`src/rtl/i2c_dac_sequencer.sv`:
```
// i2c_dac_sequencer: Wishbone master in front of i2c_master_top. It programs
// the prescaler and core enable once after reset, then turns each DAC request
// (pointer byte + 16-bit sample) into one I2C write transaction:
// START, addr+W, pointer, data_hi, data_lo, STOP.
module i2c_dac_sequencer #(
    parameter logic [15:0] PRESCALE   = 16'h0063,
    parameter logic [6:0]  SLAVE_ADDR = 7'h60,
    parameter logic [15:0] TIMEOUT    = 16'd50000
) (
    input  logic        wb_clk_i,
    input  logic        arst_i,
    input  logic        req_valid,
    output logic        req_ready,
    input  logic [7:0]  req_ptr,
    input  logic [15:0] req_data,
    output logic        done,
    output logic        err_nack,
    output logic        err_al,
    output logic        err_timeout,
    output logic        init_done,
    output logic [2:0]  wbm_adr_o,
    output logic [7:0]  wbm_dat_o,
    input  logic [7:0]  wbm_dat_i,
    output logic        wbm_we_o,
    output logic        wbm_stb_o,
    output logic        wbm_cyc_o,
    input  logic        wbm_ack_i
);

    localparam logic [2:0] REG_PRERLO = 3'd0;
    localparam logic [2:0] REG_PRERHI = 3'd1;
    localparam logic [2:0] REG_CTR    = 3'd2;
    localparam logic [2:0] REG_TXR    = 3'd3;
    localparam logic [2:0] REG_CRSR   = 3'd4;   // CR on write, SR on read

    localparam int SR_RXACK = 7;
    localparam int SR_AL    = 5;
    localparam int SR_TIP   = 1;

    typedef enum logic [3:0] {
        INIT_PRELO, INIT_PREHI, INIT_CTR, IDLE, LOAD_TXR, ISSUE_CR,
        POLL_SR, CHECK, STOP_CR, STOP_POLL, FINISH
    } state_t;

    state_t      state_q, state_d;
    logic [1:0]  byte_cnt_q, byte_cnt_d;
    logic [7:0]  ptr_q, ptr_d;
    logic [15:0] data_q, data_d;
    logic [15:0] tmo_q, tmo_d;
    logic        sr_al_q, sr_al_d;
    logic        sr_rxack_q, sr_rxack_d;
    logic        init_done_q, init_done_d;
    logic        err_nack_q, err_nack_d;
    logic        err_al_q, err_al_d;
    logic        err_tmo_q, err_tmo_d;
    logic        cyc_q, cyc_d;
    logic        we_q, we_d;
    logic [2:0]  adr_q, adr_d;
    logic [7:0]  dat_q, dat_d;

    // Access the current state would like to launch on the bus.
    logic        acc_req;
    logic        acc_we;
    logic [2:0]  acc_adr;
    logic [7:0]  acc_dat;
    logic        acc_done;
    logic [7:0]  tx_byte;
    logic [7:0]  cr_wr;

    // SR bits the sequencer does not act on.
    logic unused_sr;
    assign unused_sr = ^{wbm_dat_i[6], wbm_dat_i[4:2], wbm_dat_i[0]};

    assign acc_done = cyc_q & wbm_ack_i;

    // Byte and CR command for the current position within the transaction.
    always_comb begin
        unique case (byte_cnt_q)
            2'd0:    begin tx_byte = {SLAVE_ADDR, 1'b0}; cr_wr = 8'h90; end
            2'd1:    begin tx_byte = ptr_q;              cr_wr = 8'h10; end
            2'd2:    begin tx_byte = data_q[15:8];       cr_wr = 8'h10; end
            default: begin tx_byte = data_q[7:0];        cr_wr = 8'h50; end
        endcase
    end

    // Sequencer next-state logic and Wishbone access launch/retire.
    always_comb begin
        // NOTE: every variable gets its default first so no path through the
        // case leaves one unassigned; otherwise synthesis infers a latch.
        state_d     = state_q;
        byte_cnt_d  = byte_cnt_q;
        ptr_d       = ptr_q;
        data_d      = data_q;
        tmo_d       = tmo_q;
        sr_al_d     = sr_al_q;
        sr_rxack_d  = sr_rxack_q;
        init_done_d = init_done_q;
        err_nack_d  = err_nack_q;
        err_al_d    = err_al_q;
        err_tmo_d   = err_tmo_q;
        cyc_d       = cyc_q;
        we_d        = we_q;
        adr_d       = adr_q;
        dat_d       = dat_q;
        acc_req     = 1'b0;
        acc_we      = 1'b1;
        acc_adr     = REG_CRSR;
        acc_dat     = 8'h00;

        // Retire the outstanding access: drop cyc/stb, capture read data.
        if (acc_done) begin
            cyc_d = 1'b0;
            we_d  = 1'b0;
            if (!we_q) begin
                sr_al_d    = wbm_dat_i[SR_AL];
                sr_rxack_d = wbm_dat_i[SR_RXACK];
            end
        end

        unique case (state_q)
            INIT_PRELO: begin
                acc_req = 1'b1; acc_adr = REG_PRERLO; acc_dat = PRESCALE[7:0];
                if (acc_done) state_d = INIT_PREHI;
            end
            INIT_PREHI: begin
                acc_req = 1'b1; acc_adr = REG_PRERHI; acc_dat = PRESCALE[15:8];
                if (acc_done) state_d = INIT_CTR;
            end
            INIT_CTR: begin
                acc_req = 1'b1; acc_adr = REG_CTR; acc_dat = 8'h80;
                if (acc_done) begin
                    init_done_d = 1'b1;
                    state_d     = IDLE;
                end
            end
            IDLE: begin
                if (req_valid && init_done_q) begin
                    ptr_d      = req_ptr;
                    data_d     = req_data;
                    byte_cnt_d = 2'd0;
                    err_nack_d = 1'b0;
                    err_al_d   = 1'b0;
                    err_tmo_d  = 1'b0;
                    state_d    = LOAD_TXR;
                end
            end
            LOAD_TXR: begin
                acc_req = 1'b1; acc_adr = REG_TXR; acc_dat = tx_byte;
                if (acc_done) state_d = ISSUE_CR;
            end
            ISSUE_CR: begin
                acc_req = 1'b1; acc_adr = REG_CRSR; acc_dat = cr_wr;
                if (acc_done) begin
                    tmo_d   = 16'd0;
                    state_d = POLL_SR;
                end
            end
            POLL_SR, STOP_POLL: begin
                if (tmo_q != '1) tmo_d = tmo_q + 16'd1;
                if (acc_done) begin
                    if (!wbm_dat_i[SR_TIP]) state_d = (state_q == POLL_SR) ? CHECK : FINISH;
                end else if (!cyc_q) begin
                    // The timeout is only acted on between reads so that an
                    // access in flight is never abandoned.
                    if (tmo_q >= TIMEOUT) begin
                        err_tmo_d = 1'b1;
                        state_d   = (state_q == POLL_SR) ? STOP_CR : FINISH;
                    end else begin
                        acc_req = 1'b1; acc_we = 1'b0; acc_adr = REG_CRSR;
                    end
                end
            end
            CHECK: begin
                if (sr_al_q) begin
                    err_al_d = 1'b1;
                    state_d  = FINISH;
                end else if (sr_rxack_q) begin
                    err_nack_d = 1'b1;
                    state_d    = STOP_CR;
                end else if (byte_cnt_q == 2'd3) begin
                    state_d = FINISH;
                end else begin
                    byte_cnt_d = byte_cnt_q + 2'd1;
                    state_d    = LOAD_TXR;
                end
            end
            STOP_CR: begin
                acc_req = 1'b1; acc_adr = REG_CRSR; acc_dat = 8'h40;
                if (acc_done) begin
                    tmo_d   = 16'd0;
                    state_d = STOP_POLL;
                end
            end
            FINISH: begin
                err_nack_d = 1'b0;
                err_al_d   = 1'b0;
                err_tmo_d  = 1'b0;
                state_d    = IDLE;
            end
            default: state_d = INIT_PRELO;
        endcase

        // A new access starts only from an idle bus cycle, which guarantees
        // the gap between consecutive accesses.
        if (acc_req && !cyc_q) begin
            cyc_d = 1'b1;
            we_d  = acc_we;
            adr_d = acc_adr;
            dat_d = acc_dat;
        end
    end

    // State and bus registers; reset abandons any access immediately.
    always_ff @(posedge wb_clk_i or negedge arst_i) begin
        if (!arst_i) begin
            state_q     <= INIT_PRELO;
            byte_cnt_q  <= 2'd0;
            ptr_q       <= 8'h00;
            data_q      <= 16'h0000;
            tmo_q       <= 16'd0;
            sr_al_q     <= 1'b0;
            sr_rxack_q  <= 1'b0;
            init_done_q <= 1'b0;
            err_nack_q  <= 1'b0;
            err_al_q    <= 1'b0;
            err_tmo_q   <= 1'b0;
            cyc_q       <= 1'b0;
            we_q        <= 1'b0;
            adr_q       <= 3'd0;
            dat_q       <= 8'h00;
        end else begin
            // NOTE: non-blocking assignments so every register samples the
            // pre-edge value of the others, independent of statement order.
            state_q     <= state_d;
            byte_cnt_q  <= byte_cnt_d;
            ptr_q       <= ptr_d;
            data_q      <= data_d;
            tmo_q       <= tmo_d;
            sr_al_q     <= sr_al_d;
            sr_rxack_q  <= sr_rxack_d;
            init_done_q <= init_done_d;
            err_nack_q  <= err_nack_d;
            err_al_q    <= err_al_d;
            err_tmo_q   <= err_tmo_d;
            cyc_q       <= cyc_d;
            we_q        <= we_d;
            adr_q       <= adr_d;
            dat_q       <= dat_d;
        end
    end

    assign req_ready   = (state_q == IDLE) && init_done_q;
    assign done        = (state_q == FINISH);
    assign err_nack    = err_nack_q;
    assign err_al      = err_al_q;
    assign err_timeout = err_tmo_q;
    assign init_done   = init_done_q;
    assign wbm_adr_o   = adr_q;
    assign wbm_dat_o   = dat_q;
    assign wbm_we_o    = we_q;
    assign wbm_stb_o   = cyc_q;
    assign wbm_cyc_o   = cyc_q;

endmodule

```
`config.mk`:
```
export PLATFORM = sky130hd
export DESIGN_NAME = i2c_dac_sequencer
export DESIGN_NICKNAME = d
export VERILOG_FILES = /design/src/rtl/i2c_dac_sequencer.sv
export SDC_FILE = /design/constraint.sdc
export NUM_CORES = 1
export LEC_CHECK = 0
export BUFFER_PORTS_ARGS = -buffer_cell sky130_fd_sc_hd__buf_2
export CAP_MARGIN = 0
export CORE_MARGIN = 1.5
export CORE_UTILIZATION = 61
export CTS_CLUSTER_DIAMETER = 150
export DETAILED_ROUTE_END_ITERATION = 10
export PLACE_DENSITY = 0.85
export SYNTH_ARGS = -nofsm -noshare
export SYNTH_HDL_FRONTEND = slang
export SYNTH_SLANG_ARGS = --single-unit
```
`constraint.sdc`:
```
create_clock -name wb_clk_i -period 5.4 [get_ports wb_clk_i]
set_clock_uncertainty 0.1 [all_clocks]
set_input_delay 1.08 -clock wb_clk_i [delete_from_list [all_inputs] [get_ports wb_clk_i]]
set_output_delay 1.08 -clock wb_clk_i [all_outputs]
set_load 0.01 [all_outputs]
```
==> results of run 1 <==
## logic make-up (layout without fill, tap and decap cells)
group	count (synthesis)	count (layout)
compound gates	79	79
xor+xnor	11	11
fa+ha+maj	7	7
buf+inv	31	81
flops	65	65
mux	41	41
simple gates	94	94
## registers in the layout (all words and copies together) (netlist names)
name	flops
tmo_q	16
byte_cnt_q	2
ptr_q	8
err_al	1
err_timeout	1
wbm_we_o	1
state_q	4
sr_al_q	1
wbm_adr_o	3
wbm_cyc_o	1
sr_rxack_q	1
wbm_dat_o	8
data_q	16
err_nack	1
init_done	1
## worst reg2reg max path: stages, from the launching register on
cell and delay (ns):
dfrtp_1 0.82, and4bb_2 0.41, or2_1 0.24, o221ai_1 0.29, a21oi_2 0.62, mux2_2 0.41
## routing by layer
metal | routed length (um) | global-route usage [%] | vias to the layer above
li1 | - | - | 1287
met1 | 3235 | 33.62 | 1294
met2 | 3487 | 41.30 | 72
met3 | 334 | 5.581 | 13
met4 | 161 | 13.04 | 0
met5 | 0 | 0 | -
## how the worst min path moves through the flow
stage          slack, ns           end
6_report            0.38  wbm_dat_o[4]
5_1_grt             0.41  wbm_dat_o[4]
4_1_cts             0.39  wbm_dat_o[4]
3_5_place_dp        0.37  wbm_dat_o[4]
3_3_place_gp        0.36  wbm_adr_o[0]
2_1_floorplan       0.37      tmo_q[4]
## area by class of cell
type                            count  area share [%]
Inverter                           12           1.136
Sequential cell                    65           41.02
Timing Repair Buffer               53           6.879
Clock inverter                      7           2.398
Multi-Input combinational cell    232           43.17
Clock buffer                        9           3.124
Tap cell                           72           2.272
## where the power goes
group          total, mW  internal [mW]  switching [mW]  leakage [nW]
Combinational      0.839          0.422           0.417         0.867
Clock              0.458          0.260           0.198         0.109
Sequential         0.953          0.709           0.243         0.806
Total               2.25           1.39           0.859          1.78
## cell usage after synthesis (3+ instances only)
library cell,n
ha_1,7
mux2_2,39
a2111oi_2,3
a22oi_1,7
and4_1,3
dfrtp_1,65
xnor2_1,10
a21oi_1,20
nand2_1,18
a21o_1,8
nor2b_1,3
o21ai_0,8
clkbuf_1,12
inv_1,12
nand4_1,4
nand3_1,9
a31oi_1,5
o32ai_1,3
a211oi_1,4
buf_2,3
nor2_1,33
## per-stage QoR
stage               std cells  setup WS (ns)  hold slack, ns  total power, mW
finish                    450          2.264          0.3784            2.250
global route              450          2.175          0.4111            2.408
CTS                       450          2.317          0.3868            2.255
detailed placement        434          2.468          0.3699            1.792
global placement          434          2.514          0.3602            1.740
floorplan                 328          2.902          0.3743            1.562
==> flow_summary.json, run 1 <==
{
  "row_count": 27,
  "synthCells": 328,
  "ys_ff_latch": 65,
  "critPathBufInv": 1,
  "synth_ff_type": "dfrtp_1",
  "worstSetupPathDepth": 3,
  "dpl.hpwl_mm": 4.991,
  "min_from": "wbm_dat_o[4]",
  "grt_pass1_vias": 2615,
  "timing.rr.start": "state_q[2]",
  "min_path_type": "register to register",
  "crit_family": "flip-flops",
  "synth_cell_types": 57,
  "final_util_pct": 72.01,
  "critPathMaxFanout": 21,
  "fin_area_sq_um": 3965,
  "grt_pass1_wl_mm": 12.32,
  "grt_overflow": 0,
  "p_leak_nw": 1.782,
  "clock_sinks": 65,
  "vias_per_cell": 5.924,
  "syn_avg_cell_area_sq_um": 10.57,
  "cts.path.max_buffers": 2,
  "antenna_found_initial": 0,
  "regArea_sq_um": 1627,
  "io_pins": 56,
  "drt_pre_antenna_iters": 4,
  "rsz0062_at_grt": "false",
  "cp-endpoint": "req_ready",
  "fillers": 436,
  "slew_headroom_pct": 46.15,
  "first_iter_violations": 201,
  "final_common_cell": "dfrtp_1",
  "cp-start-kind": "register",
  "ff2ff_path_depth": 5,
  "die_h_um": 78.41,
  "cts_resized": 0,
  "vias": 2666,
  "worst_pin_slew_ns": 0.8078,
  "synth_compound_area_share_pct": 16.56,
  "cellPowerDensity_nw_per_um2": 567.4,
  "synth.area.top_cells": "dfrtp_1 (47%), mux2_2 (13%), nor2_1 (3.6%)",
  "finalCriticalPeriod_ns": 3.136,
  "drv_cap": 0,
  "yosys.area_share.simple_pct": 14.00,
  "synthToLayoutAreaGrowth_pct": 14.32,
  "n_antenna_cell": 0,
  "fin_crit_sh_pct": 58.08,
  "synth_largest_area_cell": "dfrtp_1",
  "ys_seq_area_share_pct": 46.90,
  "finalHoldViolCount": 0,
  "syn_area_sq_um": 3468,
  "synth_xor_area_share_pct": 2.778,
  "drt_wl_total_mm": 7.217,
  "end_kind": "output pin",
  "cp.arrival_ns": 1.96,
  "synth_nets": 371,
  "synth_edf_count": 0,
  "required_ns": 4.22,
  "clk_pin_slew_worst_paths_ns": 0.07,
  "core_area_sq_um": 5507,
  "yosys_warnings": 0,
  "ant_nets": 0,
  "synthMuxAreaShare_pct": 13.24,
  "final_cell_mix": "dfrtp_1 (65), buf_2 (50), mux2_2 (39)",
  "path_class": "register to output pin",
  "tritoncts": "yes",
  "drc": 0,
  "grt_usage_pct": 25.94,
  "vdd_ir_drop_max_mv": 0.3036,
  "die-area_sq_um": 6147,
  "max_freq_ghz": 0.3188,
  "slowest_stage": "dfrtp_1",
  "r2r_end": "wbm_dat_o[5]",
  "drive_gt1_share_pct": 32.01,
  "start_util_pct": 62.99,
  "synthAdderAreaFrac_pct": 2.525,
  "setup_viol": 0,
  "synth_top_family_by_area": "compound AO/OA/AOI/OAI gates",
  "slowest_delay_ns": 0.73,
  "clock-root-buffer": "clkbuf_8",
  "cts_max_level": 3,
  "crit_path_cell_trace": "nand2_1 > nor4b_1 > buf_2",
  "insertion_delay_ns": 0.35,
  "netlist.area_leader.share_pct": 46.90,
  "status": "finished, final reports clean",
  "layout.nets": 416,
  "synthArstFlopShare_pct": 100.0,
  "whs_path_depth": 1,
  "postCtsSetupRepairBufs": 0,
  "worstSetupStartpoint": "state_q[1]",
  "wl_per_cell_um": 16.04,
  "multiInputGateArea_sq_um": 1712,
  "io_buffers": 50,
  "reg2reg_slack_ns": 2.39,
  "grt_start_max_net_pins": 66,
  "cts-hold-fix-buffers": 0,
  "finalMaxSlewViolations": 0,
  "placed_area_sq_um": 3746,
  "tns_ns": 0,
  "die_x_um": 78.41,
  "place.gp.congestion": 0.8785,
  "numCtsBuffers": 9
}
Power figures use the tool's default switching activity.
==> run 2: changes to the inputs <==
- CORE_UTILIZATION: 61 -> 51
- PLACE_DENSITY: 0.85 -> 0.76
- clock period: 5.4 -> 2.71 ns (I/O delays scaled with it)
==> flow_summary.json, run 2 (same netlist as run 1, synthesis figures left out) <==
{
  "slew_headroom_pct": 55.19,
  "postCtsSetupRepairBufs": 0,
  "wl_per_cell_um": 16.30,
  "cellPowerDensity_nw_per_um2": 1119,
  "row_count": 29,
  "grt_start_max_net_pins": 41,
  "reg2reg_slack_ns": 0.37,
  "die_h_um": 85.47,
  "rsz0062_at_grt": "false",
  "clock_sinks": 65,
  "drv_cap": 0,
  "clock-root-buffer": "clkbuf_8",
  "worst_pin_slew_ns": 0.6722,
  "violations": "design-rule violations",
  "p_clk_share_pct": 18.7,
  "tns_ns": 0,
  "p_comb_share_pct": 41.0,
  "final_cells": 461,
  "drive_gt1_share_pct": 33.07,
  "p_leak_nw": 1.807,
  "numCtsBuffers": 9,
  "multiInputGateArea_sq_um": 1712,
  "antenna_found_initial": 0,
  "insertion_delay_ns": 0.35,
  "required_ns": 2.07,
  "ant_nets": 0,
  "status": "complete, but fails checks",
  "crit_path_cell_trace": "buf_4 > nand2_1 > nor4b_1 > buf_2",
  "final_common_cell": "dfrtp_1",
  "layout.nets": 422,
  "cts_max_level": 3,
  "cp.arrival_ns": 1.79,
  "p_sw_mw": 1.752,
  "placed_area_sq_um": 3810,
  "io_pins": 56,
  "cts.path.max_buffers": 2,
  "n_antenna_cell": 0,
  "whs_ns": 0.1070,
  "end_kind": "output pin",
  "vias_per_cell": 5.965,
  "io_buffers": 50,
  "p_sw_share_pct": 39.02,
  "cts-hold-fix-buffers": 0,
  "r2r_end": "tmo_q[11]",
  "p_int_mw": 2.738,
  "die-area_sq_um": 7304,
  "grt_pass1_vias": 2689,
  "cp-start-kind": "register",
  "first_iter_violations": 130,
  "core_area_sq_um": 6459,
  "final_cell_mix": "dfrtp_1 (65), buf_2 (50), mux2_2 (39)",
  "vdd_ir_drop_max_mv": 0.5883,
  "slowest_delay_ns": 0.40,
  "cts_resized": 0,
  "fillers": 540,
  "finalHoldViolCount": 0,
  "worst_slack_ns": 0.2770,
  "dp_slack_ns": 0.4465,
  "grt_pass1_wl_mm": 12.77,
  "timing.rr.start": "state_q[2]",
  "clk_pin_slew_worst_paths_ns": 0.08,
  "regArea_sq_um": 1627,
  "setup_viol": 0,
  "dpl.hpwl_mm": 5.386,
  "grt_overflow": 0,
  "vias": 2750,
  "ff2ff_path_depth": 6,
  "max_freq_ghz": 0.4110,
  "drt_pre_antenna_iters": 7,
  "tritoncts": "yes",
  "drc": 3,
  "final_util_pct": 62.11,
  "p_seq_share_pct": 40.3,
  "drt_wl_total_mm": 7.513,
  "critPathMaxFanout": 17,
  "die_x_um": 85.47,
  "largestRegisters": "data_q (16), tmo_q (16)",
  "grt_usage_pct": 22.24,
  "start_util_pct": 53.70,
  "place.gp.congestion": 0.8548,
  "finalCriticalPeriod_ns": 2.433,
  "min_path_type": "primary input to async pin",
  "power_mw": 4.490,
  "fin_crit_sh_pct": 89.78,
  "fin_area_sq_um": 4011,
  "critPathBufInv": 2,
  "finalMaxSlewViolations": 0,
  "slowest_stage": "dfrtp_1",
  "dp.cells": 445,
  "crit_family": "simple AND/OR/NAND/NOR gates",
  "path_class": "register to output pin",
  "synthToLayoutAreaGrowth_pct": 15.66
}
[run 2: cell types whose count changed in the layout (fill, tap and decap cells not counted)]
| cell | delta |
|---|---|
| buf_12 | +1 |
| buf_4 | +5 |
| bufinv_16 | -1 |
| clkinv_2 | -1 |
| inv_6 | +2 |
[run 2: worst register-to-register path, delay by kind of cell, from the launching register on]
kind	cells	cell delay, ns
DFF	1	0.44
AOI/OAI and AO/OA	2	1.01
xor gates and xnor gates	1	0.21
and+or+nand+nor	2	0.18
buffers and inverters	1	0.27
[run 2: final cells by class]
class	instances	share of cell area, %
clock buffers	9	3.088
clock inverters	7	1.934
inverters	12	1.123
multi-input cells	232	42.67
flip-flops and latches	65	40.55
well taps	77	2.402
repair buffers	59	8.235
[run 2: routing by layer]
layer,GRT usage (%),share of wire [%],vias to the layer above
li1,-,-,1304
met1,29.39,45,1368
met2,35.79,49,71
met3,6.031,5.9,7
met4,7.038,0.69,0
met5,0,0,-
[run 2: how the worst max path moves through the flow]
stage / startpoint / to / slack (ns) / depth (start not counted)
after floorplan: state_q[0] / wbm_adr_o[1] / 0.54 / 6
after global placement: state_q[0] / tmo_q[11] / 0.50 / 5
after detailed placement: state_q[3] / wbm_adr_o[2] / 0.45 / 6
after CTS: state_q[1] / req_ready / 0.27 / 4
after global routing: state_q[1] / req_ready / 0.16 / 4
final: state_q[1] / req_ready / 0.28 / 4
[run 2: power groups by stage]
stage	clock network [mW]	registers, mW	logic (mW)
floorplan	0	1.74	1.38
global placement	0	1.79	1.77
detailed placement	0	1.82	1.84
CTS	0.864	1.80	1.85
global route	0.892	1.87	2.05
finish	0.838	1.81	1.84
==> run 3: changes to the inputs <==
- CORE_UTILIZATION: 51 -> 61
- PLACE_DENSITY: 0.76 -> 0.85
- clock period: 2.71 -> 3 ns (I/O delays scaled with it)
==> flow_summary.json, run 3 (same netlist as run 1, synthesis figures left out) <==
{
  "io_pins": 56,
  "crit_path_cell_trace": "and4bb_2 > or2_1 > o221ai_1 > a21oi_2 > buf_4 > mux2_2",
  "cp.arrival_ns": 2.57,
  "final_util_pct": 73.23,
  "start_util_pct": 62.99,
  "place.gp.congestion": 0.8696,
  "n_antenna_cell": 0,
  "drc": 0,
  "grt_overflow": 0,
  "final_common_cell": "dfrtp_1",
  "grt_usage_pct": 26.62,
  "cts_resized": 0,
  "postCtsSetupRepairBufs": 0,
  "io_buffers": 50,
  "clock_sinks": 65,
  "crit_family": "simple AND/OR/NAND/NOR gates",
  "finalHoldViolCount": 0,
  "cts_max_level": 3,
  "required_ns": 3.13,
  "p_leak_nw": 1.825,
  "synthToLayoutAreaGrowth_pct": 16.27,
  "grt_pass1_vias": 2703,
  "row_count": 27,
  "numCtsBuffers": 9,
  "whs_ns": 0.1585,
  "die_x_um": 78.41,
  "vias_per_cell": 5.945,
  "max_freq_ghz": 0.4097,
  "slowest_delay_ns": 0.51,
  "clock-root-buffer": "clkbuf_8",
  "clk_pin_slew_worst_paths_ns": 0.08,
  "vdd_ir_drop_max_mv": 0.6097,
  "cts.path.max_buffers": 2,
  "fin_crit_sh_pct": 81.37,
  "drt_pre_antenna_iters": 4,
  "insertion_delay_ns": 0.35,
  "finalCriticalPeriod_ns": 2.441,
  "critPathBufInv": 1,
  "end_kind": "register",
  "cp-start-kind": "register",
  "core_area_sq_um": 5507,
  "dpl.hpwl_mm": 5.384,
  "slew_headroom_pct": 54.61,
  "antenna_found_initial": 0,
  "largestRegisters": "data_q (16), tmo_q (16)",
  "wl_per_cell_um": 16.34,
  "layout.nets": 422,
  "finalMaxSlewViolations": 0,
  "path_class": "register to register",
  "worst_pin_slew_ns": 0.6809,
  "rsz0062_at_grt": "false",
  "critPathMaxFanout": 12,
  "grt_start_max_net_pins": 29,
  "first_iter_violations": 209,
  "die-area_sq_um": 6147,
  "drt_wl_total_mm": 7.435,
  "drive_gt1_share_pct": 32.90,
  "tns_ns": 0,
  "slowest_stage": "dfrtp_1",
  "min_path_type": "primary input to async pin",
  "dp_slack_ns": 0.5884,
  "cellPowerDensity_nw_per_um2": 1041,
  "setup_viol": 0,
  "power_mw": 4.198,
  "final_cell_mix": "dfrtp_1 (65), buf_2 (50), mux2_2 (39)",
  "grt_pass1_wl_mm": 12.54,
  "ant_nets": 0,
  "cts-hold-fix-buffers": 0,
  "status": "finished, final reports clean",
  "vias": 2705,
  "die_h_um": 78.41,
  "worst_slack_ns": 0.5590,
  "drv_cap": 0,
  "tritoncts": "yes"
}
run 3: area by class of cell:
| class | instances | area, sq um |
|---|---|---|
| multi-input combinational | 232 | 1712 |
| sequential | 65 | 1627 |
| clock inverter | 5 | 103.9 |
| clock buffer | 10 | 137.6 |
| tap | 72 | 90.09 |
| timing repair buffer | 59 | 317.8 |
| inverter | 12 | 45.04 |
| fill | 400 | 1474 |
run 3: worst register-to-register path, cell delays in order, from the launching register on:
cell,delay (ns)
dfrtp_1,0.51
and4bb_2,0.40
or2_1,0.21
o221ai_1,0.28
a21oi_2,0.26
buf_4,0.21
mux2_2,0.35
run 3: path summary, 6_finish.rpt:
path,slack [ns],endpoint,startpoint,depth (start not counted)
max in group asynchronous,1.89,state_q[1],arst_i,2
hold reg to reg,0.39,wbm_adr_o[0],wbm_adr_o[0],1
setup / recovery,0.56,wbm_adr_o[2],state_q[0],6
setup reg to reg,0.56,wbm_adr_o[2],state_q[0],6
min in group wb_clk_i,0.36,sr_al_q,wbm_dat_i[5],3
hold / removal,0.16,wbm_adr_o[0],arst_i,1
run 3: power by group:
group          switching, mW  leakage (nW)  internal (mW)
combinational          0.835         0.897          0.799
sequential             0.369         0.806           1.28
clock                  0.345         0.122          0.570
total                   1.55          1.83           2.65
run 3: layer usage:
metal | up-vias | wire length, um | track usage, %
li1 | 1298 | - | -
met1 | 1311 | 3248 | 34.10
met3 | 14 | 384 | 5.116
met4 | 0 | 149 | 13.75
met2 | 82 | 3652 | 43.04
met5 | - | 0 | 0
run 3: stage by stage:
stage,cell area (sq um),std cells
finish,4033,455
global route,4033,455
CTS,4033,455
detailed placement,3791,440
global placement,3791,440
floorplan,3468,328
